===== config.mk =====
export PLATFORM = sky130hd
export DESIGN_NAME = sevenseg_scan_ctrl_flat
export DESIGN_NICKNAME = d
export VERILOG_FILES = /design/src/rtl/sevenseg_pkg.sv /design/src/rtl/sevenseg_scan_ctrl_if.sv /design/src/rtl/sevenseg_lz_mask.sv /design/src/rtl/sevenseg_scan_ctrl.sv /design/src/flat_wrapper.sv
export SDC_FILE = /design/constraint.sdc
export NUM_CORES = 1
export LEC_CHECK = 0
export CORE_ASPECT_RATIO = 1.5
export CORE_UTILIZATION = 50
export CTS_BUF_LIST = sky130_fd_sc_hd__clkbuf_8
export CTS_CLUSTER_DIAMETER = 150
export DETAILED_ROUTE_END_ITERATION = 10
export PLACE_DENSITY = 0.78
export SKIP_CTS_REPAIR_TIMING = 1
export SLEW_MARGIN = 20
export SYNTH_ARGS = -nofsm -noshare
export SYNTH_HDL_FRONTEND = slang
export SYNTH_SLANG_ARGS = --single-unit

===== constraint.sdc =====
create_clock -name clk -period 3.6 [get_ports clk]
set_clock_uncertainty 0.2 [all_clocks]
set_input_delay 0.9 -clock clk [delete_from_list [all_inputs] [get_ports clk]]
set_output_delay 0.9 -clock clk [all_outputs]
set_load 0.03 [all_outputs]

===== src/rtl/sevenseg_pkg.sv =====
// sevenseg_pkg: shared constants and decode helper for the seven-segment scanner.
//   SEG_HEX    : hex nibble -> {g,f,e,d,c,b,a} active-high segment pattern
//   SEG_BLANK  : all segments dark (active-high form)
//   seg_decode : nibble/blank -> pin-level pattern for the chosen polarity
package sevenseg_pkg;

  localparam logic [6:0] SEG_BLANK = 7'h00;

  // Index 0 is the rightmost entry: 0..F.
  localparam logic [15:0][6:0] SEG_HEX = {
    7'h71, 7'h79, 7'h5E, 7'h39, 7'h7C, 7'h77, 7'h6F, 7'h7F,
    7'h07, 7'h7D, 7'h6D, 7'h66, 7'h4F, 7'h5B, 7'h06, 7'h3F
  };

  function automatic logic [6:0] seg_decode(input logic [3:0] nibble,
                                            input logic       blank,
                                            input logic       active_low);
    logic [6:0] s;
    s = blank ? SEG_BLANK : SEG_HEX[nibble];
    return active_low ? ~s : s;
  endfunction

endpackage


===== src/rtl/sevenseg_scan_ctrl_if.sv =====
// sevenseg_scan_ctrl_if: display-data side and pin side of the scanner.
//   master : display-data registers (drive en/digits/dp_in/blank_lz, observe pins)
//   slave  : the scan controller (consumes data, drives an/seg/dp/frame_start)
interface sevenseg_scan_ctrl_if #(
  parameter int NUM_DIGITS = 4
);
  logic                    en;
  logic [4*NUM_DIGITS-1:0] digits;
  logic [NUM_DIGITS-1:0]   dp_in;
  logic                    blank_lz;
  logic [NUM_DIGITS-1:0]   an;
  logic [6:0]              seg;
  logic                    dp;
  logic                    frame_start;

  modport master (output en, digits, dp_in, blank_lz,
                  input  an, seg, dp, frame_start);
  modport slave  (input  en, digits, dp_in, blank_lz,
                  output an, seg, dp, frame_start);
endinterface


===== src/rtl/sevenseg_lz_mask.sv =====
// sevenseg_lz_mask: combinational leading-zero mask.
//   digits : NUM_DIGITS hex nibbles, index 0 rightmost
//   mask   : bit k set when nibble k and every nibble above it are zero;
//            bit 0 is always clear so a zero value still shows one "0".
module sevenseg_lz_mask #(
  parameter int NUM_DIGITS = 4
) (
  input  logic [NUM_DIGITS-1:0][3:0] digits,
  output logic [NUM_DIGITS-1:0]      mask
);
  // hi_zero[k]: nibbles k..NUM_DIGITS-1 are all zero.
  logic [NUM_DIGITS:1] hi_zero;
  // Digit 0 never blanks, so its nibble plays no part in the mask.
  logic unused_d0;

  assign hi_zero[NUM_DIGITS] = 1'b1;
  assign unused_d0           = ^digits[0];
  assign mask[0]             = 1'b0;

  for (genvar k = 1; k < NUM_DIGITS; k++) begin : g_dig
    assign hi_zero[k] = hi_zero[k+1] & (digits[k] == 4'h0);
    assign mask[k]    = hi_zero[k];
  end
endmodule


===== src/rtl/sevenseg_scan_ctrl.sv =====
// sevenseg_scan_ctrl: time-multiplexed common-anode seven-segment driver.
//   clk   : system clock
//   reset : synchronous, active-low
//   bus   : slave side of sevenseg_scan_ctrl_if
//           in : en, digits, dp_in, blank_lz
//           out: an (one-hot lit in ON phase), seg {g..a}, dp, frame_start
// Every output is a flop loaded from the *next* slot/cnt, so the pins on a
// visible cycle always correspond to the slot/cnt registers of that cycle.
module sevenseg_scan_ctrl #(
  parameter int NUM_DIGITS  = 4,
  parameter int SLOT_CYCLES = 16,
  parameter int GUARD       = 2,
  parameter int PRE_LOAD    = 2,
  parameter int ACTIVE_LOW  = 1
) (
  input  logic                  clk,
  input  logic                  reset,
  sevenseg_scan_ctrl_if.slave   bus
);
  import sevenseg_pkg::*;

  localparam int CW = (SLOT_CYCLES > 1) ? $clog2(SLOT_CYCLES) : 1;
  localparam int SW = (NUM_DIGITS  > 1) ? $clog2(NUM_DIGITS)  : 1;

  localparam logic          OFF       = (ACTIVE_LOW != 0);
  localparam logic [CW-1:0] CNT_LAST  = CW'(SLOT_CYCLES - 1);
  localparam logic [SW-1:0] SLOT_LAST = SW'(NUM_DIGITS - 1);
  localparam logic [CW-1:0] GUARD_C   = CW'(GUARD);
  localparam logic [CW-1:0] PRE_C     = CW'(GUARD - PRE_LOAD);

  logic [SW-1:0]                slot_q, slot_d;
  logic [CW-1:0]                cnt_q, cnt_d;
  logic                         run_q, run_d;
  logic [NUM_DIGITS-1:0][3:0]   snap_dig_q, snap_dig_d;
  logic [NUM_DIGITS-1:0]        snap_dp_q, snap_dp_d;
  logic                         snap_lz_q, snap_lz_d;
  logic [NUM_DIGITS-1:0]        an_q, an_d;
  logic [6:0]                   seg_q, seg_d;
  logic                         dp_q, dp_d;
  logic                         fs_q, fs_d;

  logic                         cap;
  logic                         pre_ok;
  logic [NUM_DIGITS-1:0]        lz_mask;

  // Mask is taken from the post-capture snapshot so slot 0 of a new frame
  // already blanks against the freshly captured value.
  sevenseg_lz_mask #(.NUM_DIGITS(NUM_DIGITS)) u_lz (
    .digits (snap_dig_d),
    .mask   (lz_mask)
  );

  always_comb begin
    slot_d     = slot_q;
    cnt_d      = cnt_q;
    run_d      = run_q;
    cap        = 1'b0;
    snap_dig_d = snap_dig_q;
    snap_dp_d  = snap_dp_q;
    snap_lz_d  = snap_lz_q;
    an_d       = {NUM_DIGITS{OFF}};
    seg_d      = seg_q;
    dp_d       = dp_q;
    pre_ok     = 1'b0;

    if (!bus.en) begin
      slot_d = '0;
      cnt_d  = '0;
      run_d  = 1'b0;
    end else if (!run_q) begin
      // First enabled edge: restart the frame at slot 0, cnt 0.
      slot_d = '0;
      cnt_d  = '0;
      run_d  = 1'b1;
      cap    = 1'b1;
    end else if (cnt_q == CNT_LAST) begin
      cnt_d  = '0;
      slot_d = (slot_q == SLOT_LAST) ? '0 : slot_q + 1'b1;
      cap    = (slot_q == SLOT_LAST);
    end else begin
      cnt_d  = cnt_q + 1'b1;
    end

    if (cap) begin
      snap_dig_d = bus.digits;
      snap_dp_d  = bus.dp_in;
      snap_lz_d  = bus.blank_lz;
    end

    fs_d = cap;

    if (!bus.en) begin
      seg_d = {7{OFF}};
      dp_d  = OFF;
    end else begin
      // Cathodes switch only at cnt == GUARD-PRE_LOAD, inside the all-off
      // guard window, so they are stable whenever an anode is lit.
      pre_ok = (cnt_d > PRE_C) || (cnt_d == PRE_C);
      if (pre_ok) begin
        seg_d = seg_decode(snap_dig_d[slot_d], snap_lz_d & lz_mask[slot_d], OFF);
        dp_d  = snap_dp_d[slot_d] ? ~OFF : OFF;
      end
      if ((cnt_d > GUARD_C) || (cnt_d == GUARD_C))
        an_d[slot_d] = ~OFF;
    end
  end

  always_ff @(posedge clk) begin
    if (!reset) begin
      slot_q     <= '0;
      cnt_q      <= '0;
      run_q      <= 1'b0;
      snap_dig_q <= '0;
      snap_dp_q  <= '0;
      snap_lz_q  <= 1'b0;
      an_q       <= {NUM_DIGITS{OFF}};
      seg_q      <= {7{OFF}};
      dp_q       <= OFF;
      fs_q       <= 1'b0;
    end else begin
      slot_q     <= slot_d;
      cnt_q      <= cnt_d;
      run_q      <= run_d;
      snap_dig_q <= snap_dig_d;
      snap_dp_q  <= snap_dp_d;
      snap_lz_q  <= snap_lz_d;
      an_q       <= an_d;
      seg_q      <= seg_d;
      dp_q       <= dp_d;
      fs_q       <= fs_d;
    end
  end

  assign bus.an          = an_q;
  assign bus.seg         = seg_q;
  assign bus.dp          = dp_q;
  assign bus.frame_start = fs_q;

endmodule

===== src/flat_wrapper.sv =====
// flat-port wrapper written by rule: the top's interface ports become plain ports
module sevenseg_scan_ctrl_flat import sevenseg_pkg::*;
#(
  parameter int NUM_DIGITS  = 4,
  parameter int SLOT_CYCLES = 16,
  parameter int GUARD       = 2,
  parameter int PRE_LOAD    = 2,
  parameter int ACTIVE_LOW  = 1
)
  (clk, reset, bus_en, bus_digits, bus_dp_in, bus_blank_lz, bus_an, bus_seg, bus_dp, bus_frame_start);
  sevenseg_scan_ctrl_if #(.NUM_DIGITS(NUM_DIGITS)) bus_i ();
  input  logic clk;
  input  logic reset;
  input wire logic [$bits(bus_i.en)-1:0] bus_en;
  input wire logic [$bits(bus_i.digits)-1:0] bus_digits;
  input wire logic [$bits(bus_i.dp_in)-1:0] bus_dp_in;
  input wire logic [$bits(bus_i.blank_lz)-1:0] bus_blank_lz;
  output wire logic [$bits(bus_i.an)-1:0] bus_an;
  output wire logic [$bits(bus_i.seg)-1:0] bus_seg;
  output wire logic [$bits(bus_i.dp)-1:0] bus_dp;
  output wire logic [$bits(bus_i.frame_start)-1:0] bus_frame_start;
  assign bus_i.en = bus_en;
  assign bus_i.digits = bus_digits;
  assign bus_i.dp_in = bus_dp_in;
  assign bus_i.blank_lz = bus_blank_lz;
  assign bus_an = bus_i.an;
  assign bus_seg = bus_i.seg;
  assign bus_dp = bus_i.dp;
  assign bus_frame_start = bus_i.frame_start;
  sevenseg_scan_ctrl #(.NUM_DIGITS(NUM_DIGITS), .SLOT_CYCLES(SLOT_CYCLES), .GUARD(GUARD), .PRE_LOAD(PRE_LOAD), .ACTIVE_LOW(ACTIVE_LOW)) u_core (.clk(clk), .reset(reset), .bus(bus_i));
endmodule

# After elaboration in Yosys (flattened, before gate mapping)
# Memories as Yosys holds them, arrays and structs flattened.
# Index checks and enable logic that the tools add are counted.
word_totals:
  out_inout_bits: 13
  mem_count: 1
  mem_bits_rw: 0
  romBits: 112
  latchBits: 0
  elab_cells: 63
  regBits: 41
classes:
  add_sub_neg: 2
  n_eq_ne: 3
  n_div: 0
  n_lt_le_gt_ge: 5
  reduce_logical: 9
  shifts: 0
  mul: 0
  mux: 25
  bitwise: 5
memory_table:
  columns: ["name", "words", "word_bits", "rd", "rd_clocked_by_memory_dff", "write_ports", "line_no", "text"]
  rows:
  - ["(no name shown)", 16, 7, 1, 0, 0, "sevenseg_pkg.sv:19", "s = blank ? SEG_BLANK : SEG_HEX[nibble];"]
op_table:
  columns: ["op", "n"]
  rows:
  - ["2-to-1 mux 4 bit", 5]
  - ["logical NOT 4 bit", 4]
  - ["2-to-1 mux 16 bit", 1]
  - ["2-to-1 mux 7 bit", 2]
  - ["2-to-1 mux 1 bit", 9]
  - ["binary-select mux 4 bit (select 2 bit)", 1]
  - ["2-to-1 mux 2 bit", 4]
  - ["inverter 7 bit", 1]
  - ["less-than comparator 4 x 5 -> 1 bit, second input constant", 1]
  - ["adder 4 x 1 -> 4 bit, second input constant", 1]
  - ["binary-select mux 1 bit (select 2 bit)", 2]
  - ["equality test 4 x 2 -> 1 bit, second input constant", 1]
  - ["equality test 4 bit, second input constant", 1]
  - ["greater-than comparator 4 x 1 -> 1 bit, second input constant", 1]
  - ["greater-than comparator 4 x 2 -> 1 bit, second input constant", 1]
  - ["inverter 4 bit", 1]
  - ["bitwise AND 1 bit", 3]
  - ["less-than comparator 2 x 3 -> 1 bit, second input constant", 1]
  - ["AND reduction 3 bit", 1]
  - ["adder 2 x 1 -> 2 bit, second input constant", 1]
  - ["demux 1 bit (select 2 bit)", 1]
  - ["equality test 2 bit, second input constant", 1]
  - [">= comparator 2 x 1 -> 1 bit, second input constant", 1]
  - ["logical OR 1 bit", 2]
  - ["2 further kinds", 2]

# Logic depth before layout (Yosys ltp)
# Gate-level depths: netlist of the first run.
depth:
  ltp_word: 13
  mapped_depth: 13
  depth_no_buf: 11

# By module
# A second synthesis of the first run with hierarchy kept.
hier_totals:
  hier_cells: 241
  area_unflattened_um2: 2255.9
modules_own_cells:
  columns: ["module", "area_each_um2", "seq_area_each_um2", "cells_per_inst", "n_inst"]
  rows:
  - ["sevenseg_scan_ctrl", 2200.9, 820.8, 233, 1]
  - ["sevenseg_lz_mask", 55.1, 0.0, 8, 1]

# Worst setup path after synthesis of the first run
# No wires, ideal clock.
synth_timing:
  kind: "input-to-reg"
  from: "input port bus_en"
  to: "register u_core.seg_q[3], in the netlist u_core.bus.seg[3]"
  required_ns: 3.267
  path_stages: 10
  setup_slack_ns: 0.149
  t_arrival_ns: 3.118
  n_path_buf: 1
  cell_sequence: "nor4bb_1 > mux2_2 > buf_2 > nor3_1 > a2111oi_0 > nor2_1 > ha_1 > inv_1 > mux4_2 > nand2b_1"
synth_via:
  elab_chain_cells: 10
  elab_cells_between_ends: 23
synth_rtl:
  columns: ["element", "line_no", "text"]
  rows:
  - ["start: declaration", "flat_wrapper.sv:14", "input wire logic [$bits(bus_i.en)-1:0] bus_en;"]
  - ["parallel branches: the longest is 10 deep, another holds memory read (16 x 7 bit)", null, null]
  - ["end signal: assignment", "sevenseg_scan_ctrl.sv:117", "seg_q <= {7{OFF}};"]
  - ["end signal: assignment", "sevenseg_scan_ctrl.sv:128", "seg_q <= seg_d;"]
  - ["end: declaration", "sevenseg_scan_ctrl.sv:38", "logic [6:0] seg_q, seg_d;"]
# Several ways; the timed one is not identified. The select of a mux whose other input is x is not followed.
# A chain may end at the register's enable or synchronous reset.

# Worst setup path after layout of the first run
layout_timing:
  from: "register u_core.slot_q[0]"
  to: "register u_core.seg_q[0], in the netlist u_core.bus.seg[0]"
layout_via:
  elab_chain_cells: 13
  elab_cells_between_ends: 25
layout_rtl:
  columns: ["element", "line_no", "text"]
  rows:
  - ["start: declaration", "sevenseg_scan_ctrl.sv:31", "logic [SW-1:0] slot_q, slot_d;"]
  - ["start signal: assignment", "sevenseg_scan_ctrl.sv:121", "slot_q <= slot_d;"]
  - ["parallel branches: the longest is 11 deep, another holds memory read (16 x 7 bit)", null, null]
  - ["2-to-1 mux 7 bit *", "sevenseg_pkg.sv:19", null]
  - ["inverter 7 bit *", "sevenseg_pkg.sv:20", "return active_low ? ~s : s;"]
# Every way passes the cells marked *. The select of a mux whose other input is x is not followed.

==> results of run 1 <==
-- worst max-delay path: stages (launching register included) --
cell and delay (ns):
dfxtp_1 0.47, ha_1 0.34, nand4_4 0.18, a21bo_4 0.31, mux2i_1 0.23, mux2i_1 0.13
mux2i_1 0.21, inv_1 0.12, ha_1 0.23, buf_4 0.15, nor4b_1 0.32, o31ai_1 0.13
-- logic make-up after synthesis --
family,share of synthesized area
adder cells (fa/ha/maj),0.04408
multiplexers,0.1085
buffers and inverters,0.05069
flip-flops,0.3614
AND/OR/NAND/NOR,0.2187
XOR/XNOR,0.003857
AO/OA/AOI/OAI,0.2127
-- power by group through the flow --
stage	logic, mW	registers (mW)	clock network [mW]
floorplan	0.101	0.508	0
global placement	0.198	0.498	0
detailed placement	0.202	0.498	0
CTS	0.203	0.488	0.441
global route	0.221	0.490	0.466
finish	0.204	0.488	0.432
-- through the flow --
stage                     power (mW)  instance area, sq um
after floorplan               0.6092                  2271
after global placement        0.6956                  2834
after detailed placement      0.7005                  2834
after CTS                      1.132                  2968
after global routing           1.177                  2989
final                          1.125                  2989
-- path summary, 6_finish.rpt --
path | startpoint | to | slack [ns] | cells past startpoint
min reg2reg | u_core.cnt_q[0] | u_core.cnt_q[0] | 0.26 | 1
max reg2reg | u_core.slot_q[0] | u_core.bus.seg[0] | 0.46 | 11
min | u_core.cnt_q[0] | u_core.cnt_q[0] | 0.26 | 1
max | u_core.slot_q[0] | u_core.bus.seg[0] | 0.46 | 11
-- layer usage --
metal	wire, um	up-vias	global-route usage
met5	0	-	0
li1	-	987	-
met4	94	0	0.09978
met3	180	8	0.04468
met1	2181	946	0.2779
met2	2742	47	0.4193
-- Yosys cell counts, drive strengths merged, types with 6 or more instances --
cell type and instances:
nand2 52, dfxtp 41, ha 8, clkbuf 6
inv 6, nand3 8, buf 8, a21oi 10
nor2 9, mux2i 17, a21boi 16
-- final cells by class --
class	count	share of cell area
clock buffer	5	0.02302
inverter	6	0.007535
sequential	41	0.2746
clock inverter	3	0.02177
multi-input combinational	181	0.4517
timing repair buffer	66	0.2022
tap	46	0.01925
-- state kept, by name, indices dropped and copies added, names as in the netlist, 2 cells and up --
register / flops
u_core.snap_dig_q: 16
u_core.bus.seg: 7
u_core.cnt_q: 4
u_core.snap_dp_q: 4
u_core.slot_q: 2
u_core.bus.an: 4
==> flow_summary.json, run 1 <==
{
  "vias": 1988,
  "synth.top_cell.area_share": 0.3614,
  "max_slew.worst_pin.slew_ns": 0.5115,
  "final_common_cell": "nand2_1",
  "hold_viol_final": 0,
  "clockPowerShare": 0.384,
  "clock_sinks": 41,
  "power.internal_mw": 0.8556,
  "n_antenna_cell": 0,
  "overflow": 0,
  "die_height_um": 84.54,
  "synth_area_sq_um": 2271,
  "final.min_clock_period_ns": 3.139,
  "yosysWarnings": 0,
  "routed_wl_um": 5199,
  "ys.flop_type": "dfxtp_1",
  "ir_drop_mv": 0.2806,
  "gp_congestion": 0.9208,
  "die_w_um": 57.03,
  "maxSlewViolCount": 0,
  "drive_gt1_frac": 0.1921,
  "drtPass1Iterations": 7,
  "final_cell_mix": "nand2_1, dfxtp_1, clkdlybuf4s50_1, buf_4",
  "crit_arrival_ns": 3.12,
  "async_reset_ff_frac": 0,
  "dpl.cell_count": 340,
  "rsz0062_at_grt": "false",
  "ant_nets": 0,
  "relSlewSlack": 0.6567,
  "io_pins": 37,
  "initial_core_util": 0.5304,
  "required_ns": 3.58,
  "fmax_mhz": 318.5,
  "combPwrFrac": 0.182,
  "place_ws_ns": -0.2150,
  "final_util": 0.6981,
  "finalSetupViolCount": 0,
  "register_area_sq_um": 820.8,
  "synth_top_cell_by_area": "dfxtp_1",
  "cts_tree": "yes",
  "power.density_cell_area_nw_per_um2": 376.2,
  "area_growth_pct": 31.63,
  "crit_path_end_kind": "flip-flop",
  "grt_max_degree": 26,
  "critPathMaxFanout": 8,
  "multi_input_area_sq_um": 1350,
  "layout.nets": 333,
  "synth-edff-count": 0,
  "ctsLongestPathBuffers": 2,
  "grt_first_pass_wirelength_um": 8970,
  "status": "finished, violations left",
  "htreeDepth": 2,
  "clk_latency_ns": 0.29,
  "port_buffers": 36,
  "synth.net_count": 274,
  "antenna_found_initial": 0,
  "synth_cell_types": 54,
  "finalCritPeriodShare": 0.8721,
  "synth.top_cells.by_area": "dfxtp_1, nand2_1, mux2i_1",
  "postSynthCellCount": 242,
  "synth_seq_area_share": 0.3614,
  "syn_avg_cell_area_sq_um": 9.384,
  "ys_seq_elements": 41,
  "p_leak_nw": 1.222,
  "cts_made_buffers": 5,
  "wl_per_cell_um": 14.94,
  "fin_ws_ns": 0.4606,
  "drt_first_iter_violations": 96,
  "seq_power_share": 0.434,
  "cp-start-kind": "flip-flop",
  "violations": "design-rule violations",
  "rows": 29,
  "drc_errors": 2,
  "drt-vias-per-instance": 5.713,
  "stdcell_count": 348,
  "switching_share": 0.2391,
  "dp_hpwl_um": 3941,
  "grt_usage": 0.2385,
  "min_path_type": "reg -> reg",
  "cap_violations": 0,
  "path_clk_slew_ns": 0.07,
  "cts-root-buf": "clkbuf_8",
  "power.switching_mw": 0.2689,
  "die_area_sq_um": 4821,
  "finalHoldWorstSlack_ns": 0.2648,
  "core_region_area_sq_um": 4282,
  "fillCellCount": 351,
  "grt_pass1_vias": 1964,
  "fin_setup_tns_ns": 0,
  "path_class": "reg -> reg"
}
Power figures use the tool's default switching activity.
==> run 2, diff against run 1 <==
==> constraint.sdc (replaced) <==
create_clock -name clk -period 3.6 [get_ports clk]
set_clock_uncertainty 0.2 [all_clocks]
set_input_delay 0.9 -clock clk [delete_from_list [all_inputs] [get_ports clk]]
set_output_delay 0.9 -clock clk [all_outputs]
set_load 0.02 [all_outputs]
==> results of run 2 <==
The final DEF is identical to that of run 1. Status: finished, violations left: design-rule violations.
Among the figures that moved: total power 1.125 mW -> 1.119 mW; worst IR drop on VDD 0.2806 mV -> 0.2804 mV
==> edit: new RTL, flow settings as in run 2 <==
Reset style: asynchronous (`reset`), changed in one clocked block.
--- a/src/rtl/sevenseg_scan_ctrl.sv
+++ b/src/rtl/sevenseg_scan_ctrl.sv
@@ -105,7 +105,7 @@
     end
   end
 
-  always_ff @(posedge clk) begin
+  always_ff @(posedge clk or negedge reset) begin
     if (!reset) begin
       slot_q     <= '0;
       cnt_q      <= '0;
Check against the original RTL: differs if reset is asserted again (counterexample within 4 cycles, from zero or initial values and one cycle with reset low); with reset held inactive, the same outputs for 10 cycles.
==> edit against run 2 <==
  * Synthesized area shrank 9.7%
  * Power is 3.1% higher
  * Synthesized cell count decreased by 35%
  * Count of clock-buffer cells in the layout up 2
  * Sequential power up 11%
  * Worst setup slack worse by 0.29 ns
  * First-iteration DRC count is 93% lower
  * Design area decreased by 10%
  * Routed wire length shrank 18%
  * Cell count down 25%
  * Via count is 28% lower
  * Sequential cell count unchanged
  * Critical path type is now input pin to flop
  * Critical endpoint is now u_core.bus.seg[5]
==> edit: results (changes against run 2) <==
metric,value,unit,change
Async SR Flop Fraction,1.00,,+1.00
Synth area leaders,"dfrtp_1, dfstp_2, mux2_2",,
first-pass GRT wire length,6940,um,-23%
clock network area share,0.0378,,-0.00697
hold wc startpoint,u_core.snap_dp_q[0],,
met3 Use GR,0.0473,,+0.00266
"Seq/Total Area, Yosys",0.508,,+0.146
Crit path max-delay family,multiplexers,,
register area,1040,um^2,+27%
met2 global-route usage,0.426,,+0.00636
R2R depth,12,,+1
Initial DRC Count,7,,-93%
CP arrival,3.42,ns,+0.30 ns
Setup crit start,bus_en,,
reg2reg start,u_core.cnt_q[0],,
DR WL met3,114,um,-37%
crit-path max FO,12,,+4
vias,1440,,-28%
slowest CP cell,clkdlybuf4s50_1,,
FF-to-FF End,u_core.bus.seg[5],,
met1 GRT Util,0.222,,-0.0557
Pleak,1.12,nW,-8.2%
multi-input gates,106,,-41%
bufs w/o clock,55,,-17%
Avg WL per Cell,16.4,um,+9.9%
buffer share of cell area,0.190,,-0.0117
drt first pass iters,4,,-3
worst setup margin,0.170,ns,-0.291 ns
status,"complete, no violations",,
DP Worst Slack,-0.111,ns,+0.104 ns
Net Switching,0.305,mW,+16%
CLK BUF,7,,+2
top_reg_cell synth,dfrtp_1,,
multi-input gate share of total cell area,0.354,,-0.0978
worst vdd ir,343,uV,+22%
Syn Inst Count,158,,-35%
dpl hpwl,3380,um,-14%
Cell variety after synth,41,,-24%
vias in the first global route,1544,,-21%
share of cells above drive strength 1,0.333,,+0.141
vias per cell,5.52,,-3.4%
Commonest cells post-synth,"dfrtp_1, mux2_2, dfstp_2, mux2i_1",,
-- edit: changes by cell type after synthesis, moves of 12 or more --
| cell | run 2 | this run |
|---|---|---|
| nand2_1 | 52 | 8 |
| dfxtp_1 | 41 | 0 |
| mux2_2 | 1 | 18 |
| dfstp_2 | 0 | 12 |
| a21boi_0 | 15 | 0 |
| dfrtp_1 | 0 | 29 |
-- edit: logic make-up (layout without fill, tap and decap cells) --
logic type	Yosys count	after routing	share of synthesized area
xor gates and xnor gates	1	1	0.00427
and+or+nand+nor	33	33	0.0921
buffers and inverters	11	69	0.0317
AOI/OAI and AO/OA	20	20	0.0671
adders and majority gates	8	8	0.0488
DFF	41	41	0.508
muxes	44	44	0.248
-- edit: power by group through the flow --
stage / registers [mW] / clock network [mW] / logic [mW]
floorplan: 0.563 / 0 / 0.148
CTS: 0.541 / 0.333 / 0.293
finish: 0.541 / 0.322 / 0.291
global placement: 0.546 / 0 / 0.282
global route: 0.546 / 0.354 / 0.316
detailed placement: 0.549 / 0 / 0.292
